## config.mk

```make
export PLATFORM = sky130hd
export DESIGN_NAME = control_muestreo_temp
export DESIGN_NICKNAME = d
export VERILOG_FILES = /design/src/rtl/temp_pkg.sv /design/src/rtl/temp_evaluador.sv /design/src/rtl/control_muestreo_temp.sv
export SDC_FILE = /design/constraint.sdc
export NUM_CORES = 1
export LEC_CHECK = 0
export CORE_MARGIN = 2
export CORE_UTILIZATION = 24
export CTS_CLUSTER_SIZE = 28
export DETAILED_ROUTE_END_ITERATION = 10
export SLEW_MARGIN = 20
export SYNTH_ARGS = -nofsm -noshare
export SYNTH_HDL_FRONTEND = slang
export SYNTH_HIERARCHICAL = 1
export SYNTH_SLANG_ARGS = --single-unit
```

## constraint.sdc

```tcl
create_clock -name clk -period 2.8 [get_ports clk]
set_clock_uncertainty 0.05 [all_clocks]
set_input_delay 0.56 -clock clk [delete_from_list [all_inputs] [get_ports clk]]
set_output_delay 0.56 -clock clk [all_outputs]
set_load 0.02 [all_outputs]
```

## src/rtl/temp_pkg.sv

```systemverilog
// temp_pkg: shared state encoding, temperature bounds and widths for the temperature control blocks
package temp_pkg;
    typedef enum logic [1:0] {IDLE, ESPERA, SOLICITA, CAPTURA} estado_t;
    localparam int TEMP_W        = 11;
    localparam int CNT_W         = 3;
    localparam int TEMP_FRIO_DEF = 180;
    localparam int TEMP_ALTO_DEF = 250;
endpackage

```

## src/rtl/temp_evaluador.sv

```systemverilog
// temp_evaluador: signed normal-range check plus saturating out-of-range persistence counter update
module temp_evaluador import temp_pkg::*; #(
    parameter int TEMP_FRIO = TEMP_FRIO_DEF,
    parameter int TEMP_ALTO = TEMP_ALTO_DEF,
    parameter int CNT_MAX   = 7
) (
    input  logic signed [TEMP_W-1:0] valor,
    input  logic [CNT_W-1:0]         cnt,
    output logic                     fuera,
    output logic [CNT_W-1:0]         cnt_next
);
    always_comb begin
        fuera    = (int'(valor) < TEMP_FRIO) || (int'(valor) > TEMP_ALTO);
        cnt_next = !fuera ? '0 : (int'(cnt) >= CNT_MAX) ? cnt : cnt + 1'b1;
    end
endmodule

```

## src/rtl/control_muestreo_temp.sv

```systemverilog
// control_muestreo_temp: periodic sensor req/ack sampler with range persistence counter and timeout flags
// Optional FILTRO_PROMEDIO_EN: store the average of the previous raw sample and the new one.
module control_muestreo_temp import temp_pkg::*; #(
    parameter int PERIODO   = 1000,
    parameter int TIMEOUT   = 64,
    parameter int TEMP_FRIO = TEMP_FRIO_DEF,
    parameter int TEMP_ALTO = TEMP_ALTO_DEF,
    parameter int CNT_MAX   = 7
) (
    input  logic              clk,
    input  logic              rst,
    input  logic              habilitar,
    output logic              sensor_req,
    input  logic              sensor_ack,
    input  logic [TEMP_W-1:0] sensor_dato,
    output logic [TEMP_W-1:0] temp_registrado,
    output logic [CNT_W-1:0]  contador_fuera_rango,
    output logic              muestra_valida,
    output logic              error_sensor,
    output logic [3:0]        fallos
);
    localparam int PW = $clog2(PERIODO + 1);
    localparam int TW = $clog2(TIMEOUT + 1);

    estado_t                  estado_q, estado_d;
    logic [PW-1:0]            timer_q, timer_d;
    logic [TW-1:0]            to_q, to_d;
    logic signed [TEMP_W-1:0] dato_q, dato_d, temp_q, temp_d, valor;
    logic [CNT_W-1:0]         cnt_q, cnt_d, cnt_next;
    logic                     mv_q, mv_d, err_q, err_d, fuera;
    logic [3:0]               fallos_q, fallos_d;

    temp_evaluador #(.TEMP_FRIO(TEMP_FRIO), .TEMP_ALTO(TEMP_ALTO), .CNT_MAX(CNT_MAX)) u_eval (
        .valor(valor), .cnt(cnt_q), .fuera(fuera), .cnt_next(cnt_next)
    );

`ifdef FILTRO_PROMEDIO_EN
    logic signed [TEMP_W-1:0] prev_q, prev_d;
    logic                     prev_ok_q, prev_ok_d;
    logic signed [TEMP_W:0]   suma;
    // Dropping the sum's LSB is an arithmetic shift, so odd negative sums round toward -inf.
    always_comb begin
        suma      = $signed({dato_q[TEMP_W-1], dato_q}) + $signed({prev_q[TEMP_W-1], prev_q});
        valor     = prev_ok_q ? suma[TEMP_W:1] : dato_q;
        prev_d    = (estado_q == CAPTURA) ? dato_q : prev_q;
        prev_ok_d = prev_ok_q | (estado_q == CAPTURA);
    end
    always_ff @(posedge clk) begin
        if (rst) begin
            prev_q    <= '0;
            prev_ok_q <= 1'b0;
        end else begin
            prev_q    <= prev_d;
            prev_ok_q <= prev_ok_d;
        end
    end
`else
    assign valor = dato_q;
`endif

    always_comb begin
        estado_d = estado_q;
        timer_d  = timer_q;
        to_d     = to_q;
        dato_d   = dato_q;
        temp_d   = temp_q;
        cnt_d    = cnt_q;
        mv_d     = 1'b0;
        err_d    = err_q;
        fallos_d = fallos_q;
        case (estado_q)
            IDLE: begin
                estado_d = habilitar ? ESPERA : IDLE;
                timer_d  = '0;
            end
            ESPERA: begin
                timer_d = timer_q + 1'b1;
                if (!habilitar) estado_d = IDLE;
                else if (timer_q == PW'(PERIODO - 1)) begin
                    estado_d = SOLICITA;
                    to_d     = '0;
                end
            end
            // An ack on the last allowed cycle still wins over the timeout.
            SOLICITA: begin
                if (sensor_ack) begin
                    estado_d = CAPTURA;
                    dato_d   = sensor_dato;
                end else if (to_q == TW'(TIMEOUT - 1)) begin
                    estado_d = ESPERA;
                    timer_d  = '0;
                    err_d    = 1'b1;
                    fallos_d = fallos_q + {3'b000, fallos_q != 4'hF};
                end else to_d = to_q + 1'b1;
            end
            CAPTURA: begin
                temp_d   = valor;
                cnt_d    = cnt_next;
                mv_d     = 1'b1;
                err_d    = 1'b0;
                timer_d  = '0;
                estado_d = habilitar ? ESPERA : IDLE;
            end
            default: estado_d = IDLE;
        endcase
    end

    always_ff @(posedge clk) begin
        if (rst) begin
            estado_q <= IDLE;
            timer_q  <= '0;
            to_q     <= '0;
            dato_q   <= '0;
            temp_q   <= '0;
            cnt_q    <= '0;
            mv_q     <= 1'b0;
            err_q    <= 1'b0;
            fallos_q <= '0;
        end else begin
            estado_q <= estado_d;
            timer_q  <= timer_d;
            to_q     <= to_d;
            dato_q   <= dato_d;
            temp_q   <= temp_d;
            cnt_q    <= cnt_d;
            mv_q     <= mv_d;
            err_q    <= err_d;
            fallos_q <= fallos_d;
        end
    end

    assign sensor_req           = (estado_q == SOLICITA);
    assign temp_registrado      = temp_q;
    assign contador_fuera_rango = cnt_q;
    assign muestra_valida       = mv_q;
    assign error_sensor         = err_q;
    assign fallos               = fallos_q;
endmodule

```

==> flow_summary.ini <==
[logic_synthesis]
syn_nets = 288
synth_area_mm2 = 0.00235
yosysWarnings = 6
syn_inst = 263
postSynthAreaPerCell_um2 = 8.95

[global_routing]
grt_pass1_wl_um = 9020
grt_antenna_before_repair = 0
grt_max_degree = 22
grt_usage_pct = 10.9
overflow = 0
grt_pass1_vias = 1888

[worst_setup_path]
reg2reg_depth = 5
start_kind = register
critical_path_required_ns = 2.19
cp_max_fo = 16
path_class = reg -> out
cp_cell_sequence = inv_1 -> ha_1 -> clkdlybuf4s50_1
cp_data_arrival_time_ns = 1.93
crit_path_end_kind = output port
cpPeakStageDelay_ns = 0.71
cp_slowest_cell = clkdlybuf4s50_1

[routing]
via_per_inst = 4.61
vias = 1998
dr.pass1.iters = 4
drtIter0Drc = 82
drc = 0
drtAntennaViolNets = 0
routedWlPerCell_um = 12.5
wirelength_um = 5430

[power]
p_int_mw = 1.04
p_switching_mw = 0.324
swShare_pct = 23.8
leakage_nw = 1.03
power.share.combinational_pct = 7.9
vdd_drop_max_uv = 153
power_density_mw_per_mm2 = 456
pwr-share-clk_pct = 38.6
power_mw = 1.36
seq_power_share_pct = 53.5

[placement]
io_buffers = 35
finalWeightedCongestion = 0.846
pre_cts_ws_ns = 0.433
dp_hpwl_um = 3860

[sta]
hold_violations = 0
timing.final.crit_period_ns = 2.54
rsz0062_at_grt = no
period_share_pct = 90.6
fmax_mhz = 394
maxSlewViolCount = 0
setup_viol = 0
setup_tns_ns = 0
worst_pin_slew_ns = 0.515
maxSlewHeadroom_pct = 65.3
setup_slack_ns = 0.262

[cells_and_area]
final_common_cell = dfxtp_1
synthToLayoutAreaGrowth_pct = 26.6
final_cell_mix = 50 x dfxtp_1, 35 x clkdlybuf4s50_1, 28 x nand2_1, 26 x a21oi_1, 24 x nor2_1
fin_nets = 324
fillers = 1042
layout-drive-gt1-share_pct = 8.00
n_antenna_cell = 0
fin_util_pct = 30.9

[cts]
clkLatencyLatePin_ns = 0.31
ctsResizeCount = 0
clk_path_buf_depth = 2
numCtsBuffers = 5
htree_levels = 2
cts_tree = built
cts.clk_slew.worst_paths_ns = 0.09
cts_setup_buffers = 0
postCtsHoldBufs = 0
cts.sinks = 50
root_buffer = clkbuf_8

[die]
die_height_um = 103
die_x_um = 103
die-area_mm2 = 0.0106
ios = 36
rows = 36
floorplan.initialDensity_pct = 24.4
coreArea_mm2 = 0.00964

[worst_hold_path]
whs_path_depth = 2
hold_path.class = reg -> reg

[run]
maxCapViolations = 0

[outcome]
status = finished, final reports clean
==> state kept, by name (all words and copies together), names as in the netlist <==
| register | count |
|---|---|
| error_sensor | 1 |
| fallos | 4 |
| contador_fuera_rango | 3 |
| muestra_valida | 1 |
| temp_registrado | 11 |
| timer_q | 10 |
| to_q | 7 |
| estado_q | 2 |
| dato_q | 11 |
==> path summary, 6_finish.rpt <==
path,start,to,slack (ns)
max,estado_q[0],sensor_req,0.26
min,to_q[6],to_q[6],0.40
max reg2reg,timer_q[0],to_q[4],0.55
min reg2reg,to_q[6],to_q[6],0.40
==> stage by stage <==
stage	cells	hold slack [ns]	cell area [µm²]
after floorplan	263	0.366	2350
after detailed placement	425	0.390	2870
after CTS	433	0.406	2980
after global placement	425	0.382	2870
final	433	0.401	2980
after global routing	433	0.453	2980
==> power groups by stage <==
stage	clock, mW	sequential, mW	combinational, mW
3_3_place_gp	0	0.743	0.106
3_5_place_dp	0	0.744	0.107
4_1_cts	0.543	0.727	0.108
2_1_floorplan	0	0.742	0.0628
5_1_grt	0.565	0.729	0.119
6_report	0.525	0.727	0.107
==> cell type report <==
cell class | instances | area, µm² | share of cell area (%)
Multi-Input combinational cell | 194 | 1280 | 43.0
Timing Repair Buffer | 40 | 388 | 13.0
Inverter | 8 | 30.0 | 1.01
Clock buffer | 5 | 68.8 | 2.31
Sequential cell | 50 | 1000 | 33.6
Clock inverter | 3 | 43.8 | 1.47
Tap cell | 133 | 166 | 5.59
==> critical path, delay by kind of cell, from the launching register on <==
family	cells	cell delay, ns
fa+ha+maj	1	0.48
flops	1	0.36
buf+inv	2	0.78
==> metal layers <==
layer | share of wire [%] | GRT usage, % | up-vias
li1 | - | - | 1030
met1 | 48 | 13.9 | 934
met2 | 46 | 17.3 | 27
met3 | 4.7 | 3.53 | 7
met4 | 1.6 | 3.95 | 0
met5 | 0 | 0 | -
Note: power is estimated with default switching activity, not from simulation.
